[config.mk]
export PLATFORM = sky130hd
export DESIGN_NAME = rm_key_manager
export DESIGN_NICKNAME = d
export VERILOG_FILES = /design/src/rtl/rm_key_manager_pkg.sv /design/src/rtl/rm_key_manager_rr_arbiter.sv /design/src/rtl/rm_key_manager.sv
export SDC_FILE = /design/constraint.sdc
export NUM_CORES = 1
export LEC_CHECK = 0
export ABC_AREA = 1
export CORE_ASPECT_RATIO = 1.2
export CORE_MARGIN = 2
export CORE_UTILIZATION = 49
export CTS_CLUSTER_DIAMETER = 200
export DETAILED_ROUTE_END_ITERATION = 10
export HOLD_SLACK_MARGIN = 0.1
export PLACE_DENSITY = 0.88
export SYNTH_ARGS = -nofsm -noshare
export SYNTH_HDL_FRONTEND = slang
export SYNTH_SLANG_ARGS = --single-unit
[constraint.sdc]
create_clock -name clk -period 1.88 [get_ports clk]
set_input_delay 0.282 -clock clk [delete_from_list [all_inputs] [get_ports clk]]
set_output_delay 0.282 -clock clk [all_outputs]
set_load 0.005 [all_outputs]
[src/rtl/rm_key_manager_pkg.sv]
// Shared types for the random-modulo key sequencer and the cache index hash.
package rm_pkg;

    localparam int unsigned RM_RAND_WIDTH = 16;
    localparam int unsigned RM_KEY_WORDS  = 4;
    localparam int unsigned RM_KEY_BITS   = RM_RAND_WIDTH * RM_KEY_WORDS;

    typedef logic [RM_KEY_BITS-1:0] rm_key_t;

    typedef enum logic [1:0] {
        RM_IDLE,
        RM_FLUSH,
        RM_DRAW,
        RM_COMMIT
    } rm_state_t;

    // Index width that stays at least one bit for single-entry vectors.
    function automatic int unsigned rm_clog2(input int unsigned n);
        return (n > 1) ? $clog2(n) : 1;
    endfunction

endpackage

[src/rtl/rm_key_manager_rr_arbiter.sv]
// Round-robin arbiter: the search starts at the requester after the last one granted.
module rr_arbiter
    import rm_pkg::*;
#(
    parameter  int unsigned NUM_REQUESTERS = 2,
    localparam int unsigned IW             = rm_clog2(NUM_REQUESTERS)
) (
    input  logic                      clk,
    input  logic                      reset,
    input  logic [NUM_REQUESTERS-1:0] request,
    input  logic                      update_lru,
    output logic [NUM_REQUESTERS-1:0] grant,
    output logic [IW-1:0]             grant_idx,
    output logic                      grant_valid
);

    logic [IW-1:0] next_ptr;
    logic [IW-1:0] cand;

    always_comb begin
        grant       = '0;
        grant_idx   = '0;
        grant_valid = 1'b0;
        cand        = '0;
        for (int unsigned i = 0; i < NUM_REQUESTERS; i++) begin
            cand = IW'((32'(next_ptr) + i) % NUM_REQUESTERS);
            if (!grant_valid && request[cand]) begin
                grant_valid = 1'b1;
                grant_idx   = cand;
            end
        end
        if (grant_valid) begin
            grant[grant_idx] = 1'b1;
        end
    end

    always_ff @(posedge clk or negedge reset) begin
        if (!reset) begin
            next_ptr <= '0;
        end else if (update_lru && grant_valid) begin
            next_ptr <= (grant_idx == IW'(NUM_REQUESTERS - 1)) ? '0 : grant_idx + IW'(1);
        end
    end

endmodule

[src/rtl/rm_key_manager.sv]
// Random-modulo key sequencer: flushes a cache, draws KEY_WORDS prng words into a
// shadow register and commits them as that cache's new key in a single edge.
module rm_key_manager
    import rm_pkg::*;
#(
    parameter  int unsigned NUM_CLIENTS = 2,
    parameter  int unsigned RAND_WIDTH  = RM_RAND_WIDTH,
    parameter  int unsigned KEY_WORDS   = RM_KEY_WORDS,
    localparam int unsigned KEY_BITS    = RAND_WIDTH * KEY_WORDS
) (
    input  logic                            clk,
    input  logic                            reset,
    input  logic [RAND_WIDTH-1:0]           rand_i,
    input  logic [31:0]                     period_i,
    input  logic [NUM_CLIENTS-1:0]          rekey_req,
    output logic [NUM_CLIENTS-1:0]          flush_req,
    input  logic [NUM_CLIENTS-1:0]          flush_done,
    output logic [NUM_CLIENTS-1:0]          rekey_done,
    output logic [NUM_CLIENTS*KEY_BITS-1:0] key_o,
    output logic                            busy
);

    localparam int unsigned CW = rm_clog2(NUM_CLIENTS);
    localparam int unsigned WW = rm_clog2(KEY_WORDS);

    rm_state_t              state, state_next;
    logic [CW-1:0]          client_q;
    logic [WW-1:0]          cnt_q;
    logic [NUM_CLIENTS-1:0] pending_q, pending_next;
    logic [31:0]            timer_q;
    logic [KEY_BITS-1:0]    shadow_q, shadow_upd;
    logic [KEY_BITS-1:0]    key_q [NUM_CLIENTS];

    logic [NUM_CLIENTS-1:0] arb_req, arb_grant, client_oh;
    logic [CW-1:0]          arb_idx;
    logic                   arb_valid;
    logic                   grant_edge, expire, last_word;

    rr_arbiter #(
        .NUM_REQUESTERS (NUM_CLIENTS)
    ) u_arb (
        .clk         (clk),
        .reset       (reset),
        .request     (arb_req),
        .update_lru  (grant_edge),
        .grant       (arb_grant),
        .grant_idx   (arb_idx),
        .grant_valid (arb_valid)
    );

    always_comb begin
        arb_req    = (state == RM_IDLE) ? (pending_q | rekey_req) : '0;
        expire     = (period_i != 32'd0) && (timer_q >= period_i - 32'd1);
        last_word  = (state == RM_DRAW) && (cnt_q == WW'(KEY_WORDS - 1));
        client_oh  = NUM_CLIENTS'(1) << client_q;
        state_next = state;
        grant_edge = 1'b0;
        case (state)
            RM_IDLE: begin
                if (arb_valid) begin
                    state_next = RM_FLUSH;
                    grant_edge = 1'b1;
                end
            end
            RM_FLUSH:  if (flush_done[client_q]) state_next = RM_DRAW;
            RM_DRAW:   if (last_word) state_next = RM_COMMIT;
            RM_COMMIT: state_next = RM_IDLE;
            default:   state_next = RM_IDLE;
        endcase

        // Clearing the granted bit beats a same-cycle request for it (that request is
        // the one being serviced); a timer expiry is a fresh event and re-arms everyone.
        pending_next = ((pending_q | rekey_req) & ~(grant_edge ? arb_grant : '0))
                     | {NUM_CLIENTS{expire}};

        shadow_upd = shadow_q;
        shadow_upd[cnt_q*RAND_WIDTH +: RAND_WIDTH] = rand_i;

        flush_req  = (state == RM_FLUSH)  ? client_oh : '0;
        rekey_done = (state == RM_COMMIT) ? client_oh : '0;
        busy       = (state != RM_IDLE);

        key_o = '0;
        for (int unsigned c = 0; c < NUM_CLIENTS; c++) begin
            key_o[c*KEY_BITS +: KEY_BITS] = key_q[c];
        end
    end

    always_ff @(posedge clk or negedge reset) begin
        if (!reset) begin
            state     <= RM_IDLE;
            client_q  <= '0;
            cnt_q     <= '0;
            pending_q <= '0;
            timer_q   <= '0;
            shadow_q  <= '0;
            for (int unsigned c = 0; c < NUM_CLIENTS; c++) begin
                key_q[c] <= '0;
            end
        end else begin
            state     <= state_next;
            pending_q <= pending_next;

            if (period_i == 32'd0 || expire) begin
                timer_q <= '0;
            end else begin
                timer_q <= timer_q + 32'd1;
            end

            if (grant_edge) begin
                client_q <= arb_idx;
            end

            if (state == RM_FLUSH) begin
                cnt_q <= '0;
            end else if (state == RM_DRAW) begin
                cnt_q    <= cnt_q + WW'(1);
                shadow_q <= shadow_upd;
            end

            // The last word goes straight from rand_i into the key, so the key
            // register only ever holds a complete draw.
            if (last_word) begin
                key_q[client_q] <= shadow_upd;
            end
        end
    end

endmodule

# Yosys cells after proc, flatten, opt, wreduce, memory -nomap -nowiden
# Cells that the tools add are included.
classes:
  addsub: 6
  order_cmp: 8
  eq_ne: 7
  shift: 3
  n_mux: 31
  bitwise_logic: 6
  reduce_logical: 15
op_table:
  columns: ["operator", "count"]
  rows:
  - ["$bwmux 128", 1]
  - ["$bwmux 64", 1]
  - ["$demux 64 s1", 1]
  - ["$mux 64", 1]
  - ["$shift 16x34->64 const A", 1]
  - ["$shiftx 16x34->64", 1]
  - ["$neg 6->34", 1]
  - ["$add 32x1->32 const B", 1]
  - ["$ge 32x32->1", 1]
  - ["$logic_not 32->1", 1]
  - ["$mux 32", 1]
  - ["$reduce_bool 32->1", 1]
  - ["$sub 32x1->32 const B", 1]
  - ["$mux 2", 10]
  - ["$mux 1", 14]
  - ["$lt 1x2->1 const B", 4]
  - ["$pmux 2 s4", 1]
  - ["$eq 2x2->1 const B", 3]
  - ["$logic_and 1x1->1", 6]
  - ["$ne 2x2->1 const B", 2]
  - ["$or 2x2->2", 2]
  - ["$reduce_bool 2->1", 2]
  - ["$reduce_and 3->1", 1]
  - ["$add 1x1->1 const B", 2]
  - ["other kinds (16)", 16]
word_totals:
  regBits: 232
  output_inout_bits: 133
  wordCells: 85

# Logic depth before layout (Yosys ltp)
depth:
  word_depth: 17
  depth_mapped: 21
  ltp_nobuf: 21

# By module
# A second synthesis with hierarchy kept.
unflattened:
  cells_unflattened: 1477
  hier_area_um2: 11941.5
by_module_without_submodules:
  columns: ["mod", "n_inst", "cells_per_inst", "area_each_um2", "seq_area_each_um2"]
  rows:
  - ["rm_key_manager", 1, 1465, 11870.1, 5780.5]
  - ["rr_arbiter", 1, 12, 71.3, 25.0]

# Worst setup path before layout
# No wires, ideal clock.
synth_path:
  path_type: "input port to flip-flop"
  startpoint: "in period_i[0]"
  endpoint: "reg timer_q[21]"
  arrival_time_ns: 2.380
  t_required_ns: 1.809
  setup_slack_ns: -0.571
  path_stages: 20
  path_cell_list: "inv_1 > ha_1 > nand3_2 > nor2_4 > nand2_2 > nor2_2 > nand4_1 > xnor2_1 > inv_1 > ha_1 > nand2_1 > inv_1 > nand2_1 > nand2_1 > nand2_1 > a21oi_1 > nor2_1 > nand3_2 > buf_4 > nor2_1"
synth_via:
  elab_chain_cells: 5
synth_rtl:
  columns: ["element", "line_no", "source"]
  rows:
  - ["start, declared", "rm_key_manager.sv:14", "input logic [31:0] period_i,"]
  - ["$sub 32x1->32", "rm_key_manager.sv:53", "expire = (period_i != 32'd0) && (timer_q >= period_i - 32'd1);"]
  - ["$ge 32x32->1", "rm_key_manager.sv:53", null]
  - ["$logic_and 1x1->1", "rm_key_manager.sv:53", null]
  - ["$logic_or 1x1->1 *", "rm_key_manager.sv:104", "if (period_i == 32'd0 || expire) begin"]
  - ["$mux 32 *", "rm_key_manager.sv:104", null]
  - ["end signal, assigned", "rm_key_manager.sv:107", "timer_q <= timer_q + 32'd1;"]
  - ["end, declared", "rm_key_manager.sv:30", "logic [31:0] timer_q;"]
# Mark *: on every way between the ends. The rest lies on a longest branch, timed or not.
# A chain may end at the register's enable or synchronous reset.

# Worst setup path after layout
layout_path:
  startpoint: "in period_i[15]"
  endpoint: "reg timer_q[13]"
# Same word-level chain as after synthesis.

==> metrics.txt <==
synthesis-stage register bit count=around 230; vias in the first global route=~12000; starting density of the core=0.498; routability cong.=0.936; Synthesized Nets=about 1600; first-pass GRT wire length=about 58000 um; synthesized area=around 12000 um^2; largest net degree at the start of global routing=between 90 and 100; Synth-to-Final Area Change=40.4%; number of remaining DRC errors=0; failing checks=setup timing; htree depth=1; Place WS=-1320 ps; die area=between 20000 and 30000 um^2; period utilization=1.27; Clk Latency, worst-skew pair=510 ps; CTS buffer count=21; Critical-path top delay cell=dlygate4sd2_1; FP Rows=62; RSZ-0062 raised after global routing=true; Ant. Diodes=0; worst reg2reg path startpoint=cnt_q[0]; ranking of synthesized cells by area=dfrtp_1, nand2_1, inv_1; worst endpoint required time=roughly 2300 ps; Die X=between 100 and 150 um; max incr delay on CP=roughly 300 ps; core box area=around 24000 um^2; Syn Inst Count=around 1500; 1st-iter DRT viols=about 1500; Setup crit end kind=flop; clock buffer depth=3; main flop type after synthesis=dfrtp_1; fin crit period=between 2000 and 2500 ps; layout cells sized above 1=0.221; drt wl/cell=roughly 19 um; Netlist cell types=37; post-synth top area cell=dfrtp_1; R2R cell count=7; Post-synth EDFFs=0; share of flip-flops with an asynchronous set or reset=1.00; reg2reg end=shadow_q[2]; Cell Chain, Critical Path=dlygate4sd2_1 > nor2_4 > nand2_1 > nor2_2 > nand4_1 > nor2_1 > xnor2_1 > ha_1 > nand2_2 > o21ai_1 > nor2_1 > nand2_1 > nor2_4 > nand3_4 > buf_12 > clkbuf_16 > nor2_2; Worst-Margin Slew=~640 ps; critical path fanouts, max=8; placed cell count=slightly above 2000; headroom to the max-slew limit=0.571; critical path's top delay family=simple AND/OR/NAND/NOR gates; first drt pass iteration count=8; register area share after synthesis=0.488; Power Density=roughly 1300 nW/um^2; final hold vios=0; Worst Clk Skew=15.5 ps; Via density=between 5 and 6; final WL=approximately 40000 um; reg2reg setup slack=-350 ps; Nets=around 1900; hpwl dp=about 24000 um; Worst Hold Slack=~260 ps; critical path arrival=~2800 ps; root buffer cell=clkbuf_16; Total GRT Usage=0.280; fmax=around 420 MHz; GRT overflow=0; startpoint types=input pin; Seq. cell area=between 5000 and 6000 um^2; Routed Antenna Nets=0; Worst Slack Setup Final=-511 ps; post-layout util=0.698; Crit path buffers/inverters=3; Syn Area/Cell=roughly 8.1 um^2; CTS Sinks=about 230; Final Setup Violations=67; overall power=~22 mW; result of the run=finished, violations left; fill count=1614; Ports=~190; Die Y=roughly 170 um; number of max-slew violations in the final report=0; Clock Pin Slew Worst Setup and Hold Paths=70 ps; Max Cap Viol=0; CTS tree=yes; Lkg Pwr=between 7 and 8 nW; HP Class=in -> async; port bufs=between 150 and 200; initial antenna violation count=2; Ys Warns=0; peak supply drop=0.767 mV; via count=12000; Multi-input gate area=5960 um^2; top-area cell type share of the netlist area=0.488; WS Path Type=in -> reg; Non-Filler Instances=approximately 2100
Yosys cell counts (14+ instances only):
cell	n
nand2_1	505
o21ai_1	14
dfrtp_1	232
clkbuf_1	32
nand3_1	30
nor2_1	108
o21ai_0	90
o22ai_1	50
o32ai_1	17
nor3_1	15
xnor2_1	25
buf_2	14
ha_1	45
inv_1	169
xor2_1	32
state kept, by name, indices dropped and copies added (netlist names):
register,flops
client_q,1
cnt_q,2
key_o,128
pending_q,2
shadow_q,64
state,2
timer_q,32
u_arb.next_ptr,1
worst max path at each step:
stage          slack (ps)    startpoint  depth (start not counted)     endpoint
4_1_cts              -480   period_i[1]                         20  timer_q[29]
3_3_place_gp        -1200   period_i[0]                         18  timer_q[22]
5_1_grt              -680  period_i[25]                         17  timer_q[13]
2_1_floorplan        -430   period_i[1]                         20  timer_q[22]
6_report             -510  period_i[15]                         17  timer_q[13]
3_5_place_dp        -1320   period_i[0]                         18  timer_q[10]
where the power goes:
group          internal, mW  switching, mW  total, mW
clock                  2.29           1.86       4.15
combinational          4.66           5.44       10.1
sequential             6.96           1.20       8.16
total                  13.9           8.50       22.4
through the flow:
step                      setup TNS (ps)  instance area [um^2]
final                             -16820                 16700
after global routing              -26780                 16700
after CTS                         -15560                 16200
after detailed placement          -44070                 14900
after global placement            -40000                 14900
after floorplan                   -13690                 12000
what timing repair did:
action,CTS,global route
gates cloned,4,3
buffers inserted,29,8
gates resized for setup,148,137
pin swaps,37,50
endpoints found under the setup margin,123,207
endpoints found under the hold margin,232,0
hold buffers,1,0
per-layer routing:
metal  GRT usage  vias to the layer above  part of all wire
met5           0                        -           0.00070
met4       0.138                        4             0.060
met3      0.0345                      209             0.092
met2       0.500                      844              0.50
met1       0.336                     5645              0.35
li1            -                     5259                 -
kinds of logic after synthesis:
kind of cell    synth area share
buf+inv                   0.0799
simple gates               0.251
fa+ha+maj                 0.0474
xor+xnor                  0.0420
flops                      0.488
compound gates            0.0911
final cells by class:
cell class / instances / area share
Timing Repair inverter: 1 / 0.000450
Sequential cell: 232 / 0.348
Clock buffer: 29 / 0.0345
Timing Repair Buffer: 338 / 0.190
Tap cell: 320 / 0.0240
Inverter: 177 / 0.0418
Multi-Input combinational cell: 1001 / 0.357
Clock inverter: 7 / 0.00397
layout by cell type (no fill, tap or decap), types with 6 or more instances in the layout:
cell and instances:
nor3_1 13, buf_6 11, o22ai_2 20, nor2_2 42, ha_1 36, nand4_1 8
buf_12 7, dlygate4sd2_1 9, inv_2 20, o22ai_1 28, clkbuf_16 23, dfrtp_1 229
nor2_1 53, clkdlybuf4s50_1 152, o32ai_2 10, nand2_1 490, nand2_4 6, nor2_4 30
clkbuf_1 6, clkbuf_2 7, ha_4 8, nand3_1 26, xnor2_1 24, o32ai_1 6
inv_1 152, nand3_4 6, xor2_1 32, a21oi_1 9, nor3_4 6, buf_4 131
o21ai_0 87, o21ai_1 17, nand2_2 17
(Power assumes the default switching activity.)
